--- src/rtl/ex_stage_pkg.sv ---
// ex_stage_pkg -- shared constants for the EX stage of the 5-stage MIPS pipeline.
//   Bus widths, stall-vector encoding, SPECIAL funct codes for the HI/LO
//   instructions, store opcodes, divider FSM state type and a sign-extend helper.
//   Build option: EX_MULDIV_EN (see ex_stage.sv).
package ex_stage_pkg;

  localparam int unsigned ID_TO_EX_WD  = 159;
  localparam int unsigned EX_TO_MEM_WD = 76;
  localparam int unsigned EX_TO_RF_WD  = 38;
  localparam int unsigned StallBus     = 6;

  localparam logic Stop   = 1'b1;
  localparam logic NoStop = 1'b0;

  localparam logic [5:0] FUNCT_MFHI  = 6'h10;
  localparam logic [5:0] FUNCT_MTHI  = 6'h11;
  localparam logic [5:0] FUNCT_MFLO  = 6'h12;
  localparam logic [5:0] FUNCT_MTLO  = 6'h13;
  localparam logic [5:0] FUNCT_MULT  = 6'h18;
  localparam logic [5:0] FUNCT_MULTU = 6'h19;
  localparam logic [5:0] FUNCT_DIV   = 6'h1a;
  localparam logic [5:0] FUNCT_DIVU  = 6'h1b;

  localparam logic [5:0] OP_SB = 6'h28;
  localparam logic [5:0] OP_SH = 6'h29;
  localparam logic [5:0] OP_SW = 6'h2b;

  typedef enum logic [1:0] {
    DIV_IDLE,
    DIV_BUSY,
    DIV_DONE
  } div_state_e;

  function automatic logic [31:0] sext16(input logic [15:0] v);
    return {{16{v[15]}}, v};
  endfunction

endpackage

--- src/rtl/ex_stage_div_iter.sv ---
// div_iter -- 32-step restoring divider used by ex_stage for div/divu.
//   Only built when EX_MULDIV_EN is defined.
// Ports:
//   clk, rst        clock, synchronous active-high reset (discards a partial divide)
//   start           a div/divu is currently in EX
//   is_signed       1 = div, 0 = divu
//   advance         the ID/EX register loads on this edge (stall[2] = NoStop)
//   dividend/divisor operands (rs, rt)
//   busy            stall request: decision cycle plus the 32 step cycles
//   done            result valid; held until advance
//   quotient/remainder sign-corrected result
`ifdef EX_MULDIV_EN
module div_iter
  import ex_stage_pkg::*;
(
  input  logic        clk,
  input  logic        rst,
  input  logic        start,
  input  logic        is_signed,
  input  logic        advance,
  input  logic [31:0] dividend,
  input  logic [31:0] divisor,
  output logic        busy,
  output logic        done,
  output logic [31:0] quotient,
  output logic [31:0] remainder
);

  div_state_e  state, state_nxt;
  logic [4:0]  count;
  logic [31:0] rem, quo, dvs;
  logic        neg_q, neg_r;
  logic [31:0] dvd_abs, dvs_abs;
  logic [32:0] shifted, trial;
  logic        fits;
  logic        unused_borrow;

  assign dvd_abs = (is_signed && dividend[31]) ? -dividend : dividend;
  assign dvs_abs = (is_signed && divisor[31])  ? -divisor  : divisor;

  // Divide-by-zero needs no special case: every trial fits, so the quotient
  // fills with ones and the dividend bits shift straight into the remainder.
  assign shifted       = {rem, quo[31]};
  assign trial         = shifted - {1'b0, dvs};
  assign fits          = shifted >= {1'b0, dvs};
  assign unused_borrow = trial[32];

  always_ff @(posedge clk) begin
    if (rst) state <= DIV_IDLE;
    else     state <= state_nxt;
  end

  always_comb begin
    state_nxt = state;
    case (state)
      DIV_IDLE: if (start)          state_nxt = DIV_BUSY;
      DIV_BUSY: if (count == 5'd31) state_nxt = DIV_DONE;
      DIV_DONE: if (advance)        state_nxt = DIV_IDLE;
      default:                      state_nxt = DIV_IDLE;
    endcase
  end

  always_ff @(posedge clk) begin
    if (rst) begin
      count <= '0;
      rem   <= '0;
      quo   <= '0;
      dvs   <= '0;
      neg_q <= 1'b0;
      neg_r <= 1'b0;
    end else if (state == DIV_IDLE && start) begin
      count <= '0;
      rem   <= '0;
      quo   <= dvd_abs;
      dvs   <= dvs_abs;
      neg_q <= is_signed & (dividend[31] ^ divisor[31]);
      neg_r <= is_signed & dividend[31];
    end else if (state == DIV_BUSY) begin
      rem   <= fits ? trial[31:0] : shifted[31:0];
      quo   <= {quo[30:0], fits};
      count <= count + 5'd1;
    end
  end

  always_comb begin
    busy      = (state == DIV_IDLE && start) || state == DIV_BUSY;
    done      = state == DIV_DONE;
    quotient  = neg_q ? -quo : quo;
    remainder = neg_r ? -rem : rem;
  end

endmodule
`endif

--- src/rtl/ex_stage.sv ---
// ex_stage -- execute stage of the 5-stage MIPS pipeline (between ID and MEM).
//   Registers the ID->EX bus, selects operands, runs the one-hot ALU, drives
//   the data-SRAM request, and forwards its result to ID.
//   Build option EX_MULDIV_EN: adds HI/LO, the one-cycle multiplier, the
//   iterative divider (div_iter) and its stall request. Without it the stage
//   is a pure 1-cycle ALU/AGU, mfhi/mflo return 0 and stallreq_for_ex is 0.
// Ports:
//   clk, rst          clock, synchronous active-high reset
//   stall             CTRL stall vector (bit 2 ID/EX, bit 3 EX/MEM)
//   id_to_ex_bus      decoded instruction from ID
//   ex_to_mem_bus     {pc, ram_en, ram_wen, sel_rf_res, rf_we, rf_waddr, ex_result}
//   ex_to_rf_bus      {rf_we, rf_waddr, ex_result} forwarding path to ID
//   ex_is_load        load in EX (load-use hazard detection)
//   stallreq_for_ex   divide in progress
//   data_sram_*       data-SRAM enable, byte write enables, address, store data
module ex_stage
  import ex_stage_pkg::*;
(
  input  logic                    clk,
  input  logic                    rst,
  input  logic [StallBus-1:0]     stall,
  input  logic [ID_TO_EX_WD-1:0]  id_to_ex_bus,
  output logic [EX_TO_MEM_WD-1:0] ex_to_mem_bus,
  output logic [EX_TO_RF_WD-1:0]  ex_to_rf_bus,
  output logic                    ex_is_load,
  output logic                    stallreq_for_ex,
  output logic                    data_sram_en,
  output logic [3:0]              data_sram_wen,
  output logic [31:0]             data_sram_addr,
  output logic [31:0]             data_sram_wdata
);

  logic [ID_TO_EX_WD-1:0] bus_r;

  always_ff @(posedge clk) begin
    if (rst)                                       bus_r <= '0;
    else if (stall[2] == Stop && stall[3] == NoStop) bus_r <= '0;
    else if (stall[2] == NoStop)                   bus_r <= id_to_ex_bus;
  end

  logic [31:0] pc, inst, rs_data, rt_data;
  logic [11:0] alu_op;
  logic [2:0]  sel_src1;
  logic [3:0]  sel_src2;
  logic        ram_en, rf_we, sel_rf_res;
  logic [3:0]  ram_wen;
  logic [4:0]  rf_waddr;

  assign {pc, inst, alu_op, sel_src1, sel_src2, ram_en, ram_wen,
          rf_we, rf_waddr, sel_rf_res, rs_data, rt_data} = bus_r;

  logic [5:0]  opcode;
  logic [31:0] imm_sext, imm_zext;
  assign opcode   = inst[31:26];
  assign imm_sext = sext16(inst[15:0]);
  assign imm_zext = {16'b0, inst[15:0]};

  logic [31:0] src1, src2;
  assign src1 = ({32{sel_src1[0]}} & rs_data)
              | ({32{sel_src1[1]}} & pc)
              | ({32{sel_src1[2]}} & {27'b0, inst[10:6]});
  assign src2 = ({32{sel_src2[0]}} & rt_data)
              | ({32{sel_src2[1]}} & imm_sext)
              | ({32{sel_src2[2]}} & 32'd8)
              | ({32{sel_src2[3]}} & imm_zext);

  logic [31:0] sra_res, alu_res;
  assign sra_res = $unsigned($signed(src2) >>> src1[4:0]);
  assign alu_res = ({32{alu_op[11]}} & (src1 + src2))
                 | ({32{alu_op[10]}} & (src1 - src2))
                 | ({32{alu_op[9]}}  & {31'b0, $signed(src1) < $signed(src2)})
                 | ({32{alu_op[8]}}  & {31'b0, src1 < src2})
                 | ({32{alu_op[7]}}  & (src1 & src2))
                 | ({32{alu_op[6]}}  & ~(src1 | src2))
                 | ({32{alu_op[5]}}  & (src1 | src2))
                 | ({32{alu_op[4]}}  & (src1 ^ src2))
                 | ({32{alu_op[3]}}  & (src2 << src1[4:0]))
                 | ({32{alu_op[2]}}  & (src2 >> src1[4:0]))
                 | ({32{alu_op[1]}}  & sra_res)
                 | ({32{alu_op[0]}}  & {src2[15:0], 16'b0});

  logic [31:0] addr, wdata;
  logic [3:0]  lanes;
  assign addr = rs_data + imm_sext;

  always_comb begin
    lanes = '0;
    wdata = rt_data;
    case (opcode)
      OP_SW: lanes = 4'b1111;
      OP_SH: begin
        lanes = 4'b0011 << {addr[1], 1'b0};
        wdata = {2{rt_data[15:0]}};
      end
      OP_SB: begin
        lanes = 4'b0001 << addr[1:0];
        wdata = {4{rt_data[7:0]}};
      end
      default: ;
    endcase
  end

  logic        mfx_sel;
  logic [31:0] mfx_val;

`ifdef EX_MULDIV_EN
  logic [5:0] funct;
  logic       is_special;
  logic       inst_mult, inst_multu, inst_div, inst_divu;
  logic       inst_mfhi, inst_mflo, inst_mthi, inst_mtlo;
  assign funct      = inst[5:0];
  assign is_special = opcode == 6'b0;
  assign inst_mult  = is_special && funct == FUNCT_MULT;
  assign inst_multu = is_special && funct == FUNCT_MULTU;
  assign inst_div   = is_special && funct == FUNCT_DIV;
  assign inst_divu  = is_special && funct == FUNCT_DIVU;
  assign inst_mfhi  = is_special && funct == FUNCT_MFHI;
  assign inst_mflo  = is_special && funct == FUNCT_MFLO;
  assign inst_mthi  = is_special && funct == FUNCT_MTHI;
  assign inst_mtlo  = is_special && funct == FUNCT_MTLO;

  logic [63:0] prod_s, prod_u;
  assign prod_s = $unsigned($signed({{32{rs_data[31]}}, rs_data})
                          * $signed({{32{rt_data[31]}}, rt_data}));
  assign prod_u = {32'b0, rs_data} * {32'b0, rt_data};

  logic        div_busy, div_done;
  logic [31:0] div_quo, div_rem;

  div_iter u_div_iter (
    .clk       (clk),
    .rst       (rst),
    .start     (inst_div | inst_divu),
    .is_signed (inst_div),
    .advance   (stall[2] == NoStop),
    .dividend  (rs_data),
    .divisor   (rt_data),
    .busy      (div_busy),
    .done      (div_done),
    .quotient  (div_quo),
    .remainder (div_rem)
  );

  logic [31:0] hi, lo;

  always_ff @(posedge clk) begin
    if (rst) begin
      hi <= '0;
      lo <= '0;
    end else if (div_done) begin
      hi <= div_rem;
      lo <= div_quo;
    end else if (inst_mult) begin
      {hi, lo} <= prod_s;
    end else if (inst_multu) begin
      {hi, lo} <= prod_u;
    end else begin
      if (inst_mthi) hi <= rs_data;
      if (inst_mtlo) lo <= rs_data;
    end
  end

  assign stallreq_for_ex = div_busy;
  assign mfx_sel         = inst_mfhi | inst_mflo;
  assign mfx_val         = inst_mfhi ? hi : lo;
`else
  assign stallreq_for_ex = 1'b0;
  assign mfx_sel         = 1'b0;
  assign mfx_val         = '0;
`endif

  logic unused_bits;
  assign unused_bits = ^{inst[25:16], stall[5:4], stall[1:0]};

  logic [31:0] ex_result;
  assign ex_result = mfx_sel ? mfx_val : alu_res;

  assign ex_to_mem_bus   = {pc, ram_en, ram_wen, sel_rf_res, rf_we, rf_waddr, ex_result};
  assign ex_to_rf_bus    = {rf_we, rf_waddr, ex_result};
  assign ex_is_load      = sel_rf_res;
  assign data_sram_en    = ram_en;
  assign data_sram_wen   = (ram_wen != '0) ? lanes : '0;
  assign data_sram_addr  = addr;
  assign data_sram_wdata = wdata;

endmodule

--- config.mk ---
export PLATFORM = sky130hd
export DESIGN_NAME = ex_stage
export DESIGN_NICKNAME = d
export VERILOG_FILES = /design/src/rtl/ex_stage_pkg.sv /design/src/rtl/ex_stage_div_iter.sv /design/src/rtl/ex_stage.sv
export SDC_FILE = /design/constraint.sdc
export NUM_CORES = 1
export LEC_CHECK = 0
export BUFFER_PORTS_ARGS = -buffer_cell sky130_fd_sc_hd__buf_2
export CORE_MARGIN = 10
export CORE_UTILIZATION = 39
export CTS_CLUSTER_SIZE = 20
export DETAILED_ROUTE_END_ITERATION = 10
export SYNTH_ARGS = -nofsm -noshare
export SYNTH_HDL_FRONTEND = slang
export SYNTH_SLANG_ARGS = --single-unit
--- constraint.sdc ---
create_clock -name clk -period 6.5 [get_ports clk]
set_input_delay 1.3 -clock clk [delete_from_list [all_inputs] [get_ports clk]]
set_output_delay 1.3 -clock clk [all_outputs]
set_load 0.05 [all_outputs]
==> out/metrics.yaml <==
sta:
  hold_viol_final: 0
  rsz0062_at_grt: "no"
  slew-limit-headroom_pct: 29.7
  slew_viol_final: 0
  finalSetupViolCount: 0
  clock.fmax_ghz: 0.159
  fin_setup_tns_ns: 0
  post-route-period-util_pct: 96.9
  fin_crit_ns: 6.30
  worstMarginPinSlew_ns: 1.05
  skew_ns: 0
  finalHoldWorstSlack_ns: 0.493
place:
  place_area_um2: 19300
  post-dp-hpwl_um: 66600
  dp.cells: 3135
  io_buffers: 336
  gp_congestion: 1.05
final_layout:
  design_area_um2: 19900
  reg_top3: "bus_r: 149 flops"
  instances_no_fill: 3166
  area_delta_synth_final_pct: 13.8
  finalNetCount: 2840
  drive_above_1_share_pct: 21.1
  num_antenna_cells: 0
  final_core_util_pct: 45.0
  top_register: "bus_r"
  largest_reg_flops: 149
floorplan:
  rows: 77
  core_area_um2: 44200
  start_util_pct: 39.5
  die_w_um: 232
  io_pins: 352
  fp.dieArea_um2: 53700
  die_h_um: 232
logic_synthesis:
  yosysWarningCount: 0
  synth_edf_count: 0
  synthCells: 2373
  synth-seq-cells: 149
  synth_cell_types: 85
  async_reset_ff_share_pct: 0
  syn-num-nets: 2651
  synth_area_um2: 17500
  synth_flop_cell: "dfxtp_1"
  ys_seq_area_share_pct: 17.1
  avgSynthCellArea_um2: 7.36
setup_path:
  cp_max_fo: 7
  slowest_delay_ns: 0.45
  ff2ff_path_depth: 3
  path_class: "reg2out"
  cp-start-kind: "flop"
  crit_chain: "or2_1 > a22o_2 > ha_1 > o21bai_1 > a21oi_1 > o31ai_1 > o221ai_1 > o2111ai_2 > a21oi_2 > o31ai_2 > a31oi_1 > xnor2_1 > o221ai_1 > buf_2"
  cpMostUsedCell: "o221ai_1"
  cp.required_ns: 5.20
  arrival_ns: 5.00
  end_kind: "output pin"
  slowest_stage: "o221ai_1"
cts:
  cts_setup_buffers: 0
  clkSlewWorstSetupHoldPaths_ns: 0.06
  cts.htree.levels: 4
  cts_hold_buf: 0
  clock_path_buffers: 2
  cts_root_buf: "clkbuf_16"
  cts_buffers: 17
  clk_latency_ns: 0.48
  cts_tree: "built"
  cts.sinks: 149
routing:
  via_per_inst: 6.07
  wl_per_cell_um: 26.2
  num_vias: 19203
  route.detailed.drc: 0
  drt_iter0_markers: 2215
  wl_um: 83100
  dr.pass1.iters: 6
  ant_nets: 0
power:
  combinationalPowerShare_pct: 42.5
  p_leak_nw: 9.44
  internal-power_mw: 2.04
  powerDensity_nw_per_um2: 183
  p_switching_mw: 1.60
  clkPwrFrac_pct: 29.3
  switching_share_pct: 43.9
  power_frac_seq_pct: 28.2
  max-vdd-ir-drop_v: 0.000216
grt:
  met2_usage_pct: 46.0
  grt_pass1_vias: 18390
  grt.overflow.total: 0
  top_usage_layer: "met2"
  grt_max_degree: 115
  grtUsageMet3_pct: 7.88
  grtUsageTotal_pct: 29.7
  antenna_found_initial: 3
  grt_pass1_wl_um: 121000
  use_met1_pct: 38.4
outcome:
  status: "completed"
hold_path:
  hold_depth: 2
  hold_path.class: "reg2reg"
flow_run:
  cap_violations: 0
-- through the flow --
stage	setup slack (ns)	power, mW
floorplan	0.170	2.15
CTS	0.0246	3.63
global placement	0.570	2.56
finish	0.199	3.65
global route	0.00666	3.77
detailed placement	0.535	2.57
-- cells by family (layout without fill, tap and decap cells) --
logic type | count (synthesis) | count (layout) | share of synthesized area [%]
other | 1 | 1 | 0.0215
adders and majority gates | 111 | 111 | 8.08
xor gates and xnor gates | 74 | 74 | 3.71
AOI/OAI and AO/OA | 719 | 719 | 27.5
muxes | 289 | 289 | 17.0
and+or+nand+nor | 671 | 671 | 16.5
DFF | 149 | 149 | 17.1
buffers and inverters | 359 | 560 | 10.1
-- path summary, 6_finish.rpt --
path / start / end / slack (ns)
worst max register to register: bus_r[110] / bus_r[110] / 5.11
worst max-delay path: bus_r[77] / ex_to_rf_bus[23] / 0.20
worst min register to register: bus_r[125] / bus_r[125] / 0.49
worst min-delay path: bus_r[125] / bus_r[125] / 0.49
-- cell usage in the layout (no fill, tap or decap), types with 10 or more instances in the layout --
| cell | Yosys | routed |
|---|---|---|
| a211oi_1 | 32 | 31 |
| a21o_1 | 42 | 41 |
| a21oi_1 | 198 | 198 |
| a221o_1 | 16 | 16 |
| a221oi_1 | 24 | 24 |
| a22o_1 | 38 | 36 |
| a22oi_1 | 27 | 27 |
| a31oi_1 | 20 | 20 |
| and2_1 | 14 | 14 |
| buf_2 | 19 | 333 |
| buf_4 | 95 | 87 |
| clkbuf_16 | 0 | 17 |
| dfxtp_1 | 149 | 144 |
| ha_1 | 108 | 108 |
| inv_1 | 97 | 96 |
| mux2_2 | 43 | 43 |
| mux2i_1 | 243 | 243 |
| nand2_1 | 179 | 179 |
| nand2b_1 | 17 | 17 |
| nand3_1 | 43 | 43 |
| nor2_1 | 318 | 318 |
| nor2b_1 | 12 | 12 |
| nor3_1 | 30 | 30 |
| nor4_1 | 10 | 10 |
| o2111ai_1 | 13 | 13 |
| o211ai_1 | 29 | 29 |
| o21a_1 | 12 | 12 |
| o21ai_0 | 126 | 126 |
| o21ai_1 | 13 | 13 |
| o21bai_1 | 20 | 20 |
| o221ai_1 | 16 | 16 |
| o22ai_1 | 13 | 13 |
| o31ai_1 | 15 | 15 |
| or3_1 | 10 | 10 |
| xnor2_1 | 60 | 60 |
| xor2_1 | 14 | 14 |
-- power by group through the flow --
stage	registers [mW]	clock network, mW	logic (mW)
floorplan	1.01	0	1.14
global placement	1.05	0	1.51
detailed placement	1.05	0	1.52
CTS	1.03	1.08	1.53
global route	1.03	1.11	1.63
finish	1.03	1.07	1.55
-- synthesized netlist by cell type (9+ instances only) --
cell       number  area share [%]
o22ai_1        13            0.47
o31ai_1        15            0.64
mux2i_1       243              14
buf_2          19            0.54
nand4_1         9            0.32
nor4_1         10            0.36
a221o_1        16            0.92
a221oi_1       24             1.2
buf_1          21            0.45
nand2_1       179             3.8
inv_1          97             2.1
nand3_1        43             1.2
nor2b_1        12            0.43
o21ai_0       126             3.6
nor2_1        318             6.8
o221ai_1       16            0.80
nand2b_1       17            0.61
xor2_1         14            0.70
o21a_1         12            0.52
and3_1          9            0.32
a31oi_1        20            0.72
o2111ai_1      13            0.65
o21ai_1        13            0.37
mux2_2         43             2.8
xnor2_1        60             3.0
a21o_1         42             1.8
a211oi_1       32             1.4
ha_1          108             7.7
nor3_1         30            0.86
or3_1          10            0.36
o21bai_1       20            0.86
a22oi_1        27             1.2
o211ai_1       29             1.2
and2_1         14            0.50
clkbuf_1      115             2.5
a21oi_1       198             5.7
buf_4          95             4.1
a22o_1         38             1.9
dfxtp_1       149              17
-- critical path, delay by kind of cell, from the launching register on --
kind / cells / cell delay (ns)
adders and majority gates: 1 / 0.37
xor gates and xnor gates: 1 / 0.17
and+or+nand+nor: 1 / 0.36
AOI/OAI and AO/OA: 10 / 2.93
DFF: 1 / 0.31
buffers and inverters: 1 / 0.37
-- cell type report --
cell class,count,area [µm²]
inverters,104,390
repair buffers,425,2400
well taps,592,741
clock inverters,12,154
flip-flops and latches,149,2990
fillers,4513,24300
clock buffers,19,453
multi-input cells,1865,12800
-- per-layer routing --
| metal | vias to the layer above | wire length [µm] |
|---|---|---|
| met5 | - | 21 |
| li1 | 8852 | - |
| met2 | 1002 | 36900 |
| met3 | 155 | 7670 |
| met4 | 4 | 3310 |
| met1 | 9190 | 35200 |
-- what timing repair did --
action / in CTS / in global routing
setup endpoints to repair: 2 / 15
pin swaps: 1 / 0
gates resized for setup: 1 / 6
Note: power is estimated with default switching activity, not from simulation.
